File: src/rtl/spi_pkg.sv
// Shared types for the SPI receive path: mode encoding, FSM states and the
// tagged word carried through the output FIFO.
package spi_pkg;

  // Widest word rx_word_t can carry; narrower receivers zero-extend into it.
  localparam int unsigned MaxDataWidth = 32;

  typedef enum logic [1:0] {
    MODE0 = 2'd0,
    MODE1 = 2'd1,
    MODE2 = 2'd2,
    MODE3 = 2'd3
  } spi_mode_t;

  typedef enum logic {
    StIdle,
    StRecv
  } rx_state_e;

  typedef struct packed {
    logic [MaxDataWidth-1:0] data;
    logic                    first;
    logic                    last;
  } rx_word_t;

  function automatic logic sample_on_rising(spi_mode_t mode);
    return (mode == MODE0) || (mode == MODE3);
  endfunction

endpackage

File: src/rtl/spi_rx_fifo.sv
// Show-ahead synchronous FIFO of rx_word_t; the head entry is visible on
// rd_data_o whenever rd_valid_o is high.
module spi_rx_fifo
  import spi_pkg::*;
#(
  parameter int unsigned Depth = 4
) (
  input  logic                   clk_i,
  input  logic                   rst_i,
  input  logic                   wr_valid_i,
  input  rx_word_t               wr_data_i,
  output logic                   full_o,
  output rx_word_t               rd_data_o,
  output logic                   rd_valid_o,
  input  logic                   rd_ready_i,
  output logic [$clog2(Depth):0] count_o
);

  localparam int unsigned PtrW = $clog2(Depth);
  localparam logic [PtrW:0] FullCount = (PtrW + 1)'(Depth);

  rx_word_t        mem_q [Depth];
  logic [PtrW-1:0] wr_ptr_q, rd_ptr_q;
  logic [PtrW:0]   count_q;
  logic            wr_en, rd_en;

  assign rd_valid_o = (count_q != '0);
  assign full_o     = (count_q == FullCount);
  assign rd_en      = rd_valid_o & rd_ready_i;
  // A full FIFO still accepts a write when the head leaves on the same cycle.
  assign wr_en      = wr_valid_i & (~full_o | rd_en);
  assign rd_data_o  = mem_q[rd_ptr_q];
  assign count_o    = count_q;

  always_ff @(posedge clk_i or posedge rst_i) begin
    if (rst_i) begin
      for (int i = 0; i < int'(Depth); i++) mem_q[i] <= '0;
      wr_ptr_q <= '0;
      rd_ptr_q <= '0;
      count_q  <= '0;
    end else begin
      if (wr_en) begin
        mem_q[wr_ptr_q] <= wr_data_i;
        wr_ptr_q        <= wr_ptr_q + PtrW'(1);
      end
      if (rd_en) rd_ptr_q <= rd_ptr_q + PtrW'(1);
      count_q <= count_q + {{PtrW{1'b0}}, wr_en} - {{PtrW{1'b0}}, rd_en};
    end
  end

endmodule

File: src/rtl/spi_rx_framed.sv
// SPI slave receiver: synchronises the pads, deserialises words in any SPI mode,
// tags first/last word of each chip-select frame and queues them in a FIFO.
module spi_rx_framed
  import spi_pkg::*;
#(
  parameter int unsigned DATA_WIDTH  = 8,
  parameter int unsigned FIFO_DEPTH  = 4,
  parameter int unsigned MSB_FIRST   = 1,
  parameter int unsigned SYNC_STAGES = 2
) (
  input  logic                          clk_in,
  input  logic                          rst_in,
  input  logic                          data_in,
  input  logic                          data_clk_in,
  input  logic                          sel_in,
  input  logic [1:0]                    mode_in,
  input  logic                          err_clr_in,
  output logic [DATA_WIDTH-1:0]         m_data_out,
  output logic                          m_first_out,
  output logic                          m_last_out,
  output logic                          m_valid_out,
  input  logic                          m_ready_in,
  output logic [$clog2(FIFO_DEPTH):0]   fifo_count_out,
  output logic                          overrun_out,
  output logic                          short_frame_out
);

  localparam int unsigned CntW = $clog2(DATA_WIDTH);

  logic [SYNC_STAGES-1:0] sel_sync_q, sclk_sync_q, data_sync_q, sync_fill_q;
  logic                   sel_s, sclk_s, data_s, sync_ok, sclk_prev_q;

  always_ff @(posedge clk_in or posedge rst_in) begin
    if (rst_in) begin
      sel_sync_q  <= '1;
      sclk_sync_q <= '0;
      data_sync_q <= '0;
      sync_fill_q <= '0;
      sclk_prev_q <= 1'b0;
    end else begin
      sel_sync_q  <= {sel_sync_q[SYNC_STAGES-2:0], sel_in};
      sclk_sync_q <= {sclk_sync_q[SYNC_STAGES-2:0], data_clk_in};
      data_sync_q <= {data_sync_q[SYNC_STAGES-2:0], data_in};
      sync_fill_q <= {sync_fill_q[SYNC_STAGES-2:0], 1'b1};
      sclk_prev_q <= sclk_s;
    end
  end

  assign sel_s  = sel_sync_q[SYNC_STAGES-1];
  assign sclk_s = sclk_sync_q[SYNC_STAGES-1];
  assign data_s = data_sync_q[SYNC_STAGES-1];
  // The reset value of the sel chain must not arm the receiver; only real samples may.
  assign sync_ok = sync_fill_q[SYNC_STAGES-1];

  rx_state_e             state_q;
  spi_mode_t             mode_q;
  logic [CntW-1:0]       bit_cnt_q;
  logic [DATA_WIDTH-1:0] shift_q, hold_q, shift_next;
  logic                  hold_valid_q, hold_first_q, first_pending_q, armed_q;
  logic                  in_recv, edge_seen, sample, word_done, sel_rise;
  logic                  push_valid, short_set, fifo_full, pop, drop;
  logic                  overrun_q, short_q;
  rx_word_t              push_word, head;

  always_comb begin
    in_recv   = (state_q == StRecv);
    edge_seen = sample_on_rising(mode_q) ? (sclk_s & ~sclk_prev_q) : (~sclk_s & sclk_prev_q);
    sel_rise  = in_recv & sel_s;
    sample    = in_recv & ~sel_s & edge_seen;
    word_done = sample & (bit_cnt_q == CntW'(DATA_WIDTH - 1));
    if (MSB_FIRST != 0) shift_next = {shift_q[DATA_WIDTH-2:0], data_s};
    else                shift_next = {data_s, shift_q[DATA_WIDTH-1:1]};
    // The held word leaves when its successor completes or when the frame closes.
    push_valid = hold_valid_q & (sel_rise | word_done);
    push_word  = '0;
    push_word.data[DATA_WIDTH-1:0] = hold_q;
    push_word.first = hold_first_q;
    push_word.last  = sel_rise;
    short_set = sel_rise & (bit_cnt_q != '0);
  end

  always_ff @(posedge clk_in or posedge rst_in) begin
    if (rst_in) begin
      state_q         <= StIdle;
      mode_q          <= MODE0;
      bit_cnt_q       <= '0;
      shift_q         <= '0;
      hold_q          <= '0;
      hold_valid_q    <= 1'b0;
      hold_first_q    <= 1'b0;
      first_pending_q <= 1'b0;
      armed_q         <= 1'b0;
    end else begin
      armed_q <= armed_q | (sel_s & sync_ok);
      unique case (state_q)
        StIdle: begin
          if (armed_q && !sel_s) begin
            state_q         <= StRecv;
            mode_q          <= spi_mode_t'(mode_in);
            bit_cnt_q       <= '0;
            first_pending_q <= 1'b1;
            hold_valid_q    <= 1'b0;
          end
        end
        StRecv: begin
          if (sel_s) begin
            state_q      <= StIdle;
            hold_valid_q <= 1'b0;
          end else if (sample) begin
            shift_q <= shift_next;
            if (word_done) begin
              bit_cnt_q       <= '0;
              hold_q          <= shift_next;
              hold_valid_q    <= 1'b1;
              hold_first_q    <= first_pending_q;
              first_pending_q <= 1'b0;
            end else begin
              bit_cnt_q <= bit_cnt_q + CntW'(1);
            end
          end
        end
        default: state_q <= StIdle;
      endcase
    end
  end

  assign pop  = m_valid_out & m_ready_in;
  assign drop = push_valid & fifo_full & ~pop;

  spi_rx_fifo #(
    .Depth (FIFO_DEPTH)
  ) u_fifo (
    .clk_i      (clk_in),
    .rst_i      (rst_in),
    .wr_valid_i (push_valid),
    .wr_data_i  (push_word),
    .full_o     (fifo_full),
    .rd_data_o  (head),
    .rd_valid_o (m_valid_out),
    .rd_ready_i (m_ready_in),
    .count_o    (fifo_count_out)
  );

  always_ff @(posedge clk_in or posedge rst_in) begin
    if (rst_in) begin
      overrun_q <= 1'b0;
      short_q   <= 1'b0;
    end else begin
      overrun_q <= (overrun_q & ~err_clr_in) | drop;
      short_q   <= (short_q & ~err_clr_in) | short_set;
    end
  end

  logic unused_head_data;
  assign unused_head_data = ^head.data;

  assign m_data_out      = head.data[DATA_WIDTH-1:0];
  assign m_first_out     = head.first;
  assign m_last_out      = head.last;
  assign overrun_out     = overrun_q;
  assign short_frame_out = short_q;

endmodule

File: config.mk
export PLATFORM = sky130hd
export DESIGN_NAME = spi_rx_framed
export DESIGN_NICKNAME = d
export VERILOG_FILES = /design/src/rtl/spi_pkg.sv /design/src/rtl/spi_rx_fifo.sv /design/src/rtl/spi_rx_framed.sv
export SDC_FILE = /design/constraint.sdc
export NUM_CORES = 1
export LEC_CHECK = 0
export ABC_AREA = 1
export CAP_MARGIN = 0
export CORE_ASPECT_RATIO = 1.25
export CORE_MARGIN = 5
export CORE_UTILIZATION = 55
export CTS_CLUSTER_SIZE = 24
export DETAILED_ROUTE_END_ITERATION = 7
export PLACE_DENSITY = 0.85
export SLEW_MARGIN = 15
export SYNTH_ARGS = -nofsm -noshare
export SYNTH_HDL_FRONTEND = slang
export SYNTH_SLANG_ARGS = --single-unit
File: constraint.sdc
create_clock -name clk_in -period 2.9 [get_ports clk_in]
set_input_delay 0.58 -clock clk_in [delete_from_list [all_inputs] [get_ports clk_in]]
set_output_delay 0.58 -clock clk_in [all_outputs]
set_load 0.01 [all_outputs]
==> impl_results.md <==
- Cts repair resizes: 0
- Gate power share: 29.7%
- Nets: 452
- Maximum number of pins on one net before global-route repair: 51
- Synthesis-to-layout area growth: 13.0%
- Critical path launch point type: flop
- Int Power: 0.00217 W
- Ratio of cells with drive above 1 in the final layout: 6.85%
- Latest clock arrival within the worst-skew pair: 0.36 ns
- Leak Pwr: 2.14 nW
- Clock network power share: approximately 28%
- Number of global-route vias before repair: between 2,000 and 3,000
- Placed Instances: 509
- Final setup vio count: 0
- Overall Global Routing Usage: about a fifth
- # Post-CTS Setup Buffers: 0
- FFs w/ async S/R, synth: 100%
- Post-Synthesis Cell Area: roughly 3700 um2
- Max cap viols: 0
- Final ANT Viol Nets: 0
- Top cell type's share of synthesized area: a little over half
- Worst Path Class, Setup: reg -> out
- Htree depth: 3
- Setup Skew: between 0.015 and 0.02 ns
- Via count: 3,002
- Starting Density: 56.5%
- Net Sw Frac: 31.6%
- Max-slew headroom: 59.5%
- Synth Register Bits: 83
- # IOs: 25
- Clk buf depth: 2
- Crit share post-route: 92.9%
- Worst-path clk slew: 0.08 ns
- TritonCTS Sinks: 83
- Die X-Extent: 83.7 um
- Post-synthesis sequential area ratio: 55.7%
- Total CTS buffers: 9
- Max Slew Vio Count: 0
- Avg Synthesized Cell Area: 8.98 um2
- CP arrival: 2.11 ns
- HP Class: reg -> reg
- Total gr overflow: 0
- Antenna cells: 0
- Gp weighted congestion: 0.841
- # rows: 33
- Pwr Density: 751 nW/um2
- Fin Setup TNS: 0 ns
- Die Ht: 102 um
- DIE AREA: around 8500 um2
- Synth top area cells: dfrtp_1, nand2_1, nand4_1, o21ai_0, ha_1
- WL per Instance: 15.1 um
- VDD IR-drop max: around 480 uV
- Final hold viol count: 0
- Hold buffers post-CTS: 0
- Via density: about 5.7
- Final non-filler cell total: about 530
- Yosys Warn Count: 0
- Antenna violations before repair: 0
- Post-synth EDFFs: 0
- Unrepaired setup endpoints after global routing: false
- Sw power: between 0.001 and 0.0015 W
- CTS tree: built
- Syn nets: between 400 and 500
- DRT iter0 DRCs: 299
- Post-Route WL: 7940 um
- Setup crit end kind: output port
- Synth top cells by count: nand2_1, dfrtp_1, nand4_1, inv_1, o21ai_0
- Max FO, Critical Path: 11
- Core Box Area: 6610 um2
- Outcome: finished, final reports clean
- DRC Markers: 0
- Peak Freq: 371 MHz
- Pre-antenna DRT Iters: 5
- Main flop type after synthesis: dfrtp_1
- Port bufs: 24
- Global-route wire length before repair: ~14,000 um
- Post-detail-place hpwl: 5160 um
- Synthesized instance count: about 420
- CTS root buf: clkbuf_8
- Worst-margin pin slew: 0.607 ns
- Unique cell type count in the Yosys netlist: 28
- Req. time, crit path: ~2.3 ns
- Most common cell in the netlist: nand2_1
- Flop pwr share: 42.6%
- Post-route minimum period: 2.69 ns
- Largest area contributor in the netlist: dfrtp_1
metrics by stage:
stage	utilization [%]	setup WS, ns	total power, W	instance area [um2]	hold WS, ns
2_1_floorplan	-	0.187	0.00192	3730	0.331
3_3_place_gp	60.8	0.479	0.00228	4020	0.332
3_5_place_dp	60.8	0.395	0.00232	4020	0.337
4_1_cts	63.9	0.213	0.00318	4220	0.355
5_1_grt	63.9	0.0753	0.00333	4220	0.362
6_report	63.9	0.206	0.00317	4220	0.351
cell families (layout without fill, tap and decap cells):
family | count (synthesis) | count (layout) | share of synthesized area [%]
AOI/OAI and AO/OA | 51 | 51 | 7.30
xor gates and xnor gates | 4 | 4 | 0.938
adders and majority gates | 10 | 10 | 3.55
buffers and inverters | 53 | 75 | 6.10
DFF | 83 | 83 | 55.7
other | 1 | 1 | 0.100
and+or+nand+nor | 214 | 214 | 26.3
power groups by stage:
stage               Sequential, W  Combinational [W]  Clock, W
global route              0.00137            0.00104  0.000930
floorplan                 0.00135           0.000565         0
finish                    0.00135           0.000941  0.000880
global placement          0.00136           0.000917         0
detailed placement        0.00137           0.000946         0
CTS                       0.00135           0.000949  0.000885
state kept, by name (all words and copies together) (netlist names), 2 cells and up:
signal and count:
hold_q 8, u_fifo.rd_ptr_q 2, u_fifo.mem_q 40, u_fifo.count_o 3, shift_q 7, bit_cnt_q 3
sync_fill_q 2, data_sync_q 2, u_fifo.wr_ptr_q 2, sel_sync_q 2, sclk_sync_q 2, mode_q 2
per-layer routing:
layer,global-route usage (%),wire length (um)
met5,0,0
met3,3.79,405
met2,35.1,4120
met4,8.17,166
met1,24.0,3250
cell usage in the layout (no fill, tap or decap), types with 2 or more instances in the layout:
cell type,n
clkbuf_1,4
a21oi_1,7
bufinv_16,2
nor2_1,28
nand2_2,3
o21ai_0,29
xor2_1,2
buf_4,3
dfstp_2,2
ha_1,9
o22ai_1,11
nand4_1,41
xnor2_1,2
nand2_1,126
nand4_2,4
clkinv_2,2
inv_1,28
nand3_1,9
o21ai_1,3
dfrtp_1,81
clkbuf_8,9
clkdlybuf4s50_1,24
area by class of cell:
type	count	area, um2
inverter	31	118
tap	87	109
clock buffer	13	139
timing repair buffer	28	283
multi-input combinational	280	1430
clock inverter	3	65.1
fill	566	2390
sequential	83	2080
worst max-delay path, cell delays in order (launching register included):
cell	delay (ns)
dfrtp_1	0.52
inv_1	0.34
o21ai_0	0.15
o22ai_1	0.18
clkdlybuf4s50_1	0.57
final timing paths:
kind | from | cells past startpoint | slack (ns) | to
worst max-delay path | u_fifo.rd_ptr_q[1]$_DFFE_PP0P_ | 4 | 0.21 | m_last_out
worst min-delay path | sync_fill_q[0]$_DFF_PP0_ | 0 | 0.35 | sync_fill_q[1]$_DFF_PP0_
worst max register to register | bit_cnt_q[0]$_DFFE_PP0P_ | 12 | 0.85 | u_fifo.count_o[2]$_DFF_PP0_
worst min register to register | sync_fill_q[0]$_DFF_PP0_ | 0 | 0.35 | sync_fill_q[1]$_DFF_PP0_
max in group asynchronous | rst_in | 3 | 1.64 | u_fifo.mem_q[106]$_DFFE_PP0P_
min in group asynchronous | rst_in | 2 | 0.61 | sclk_prev_q$_DFF_PP0_
(Power assumes the default switching activity.)
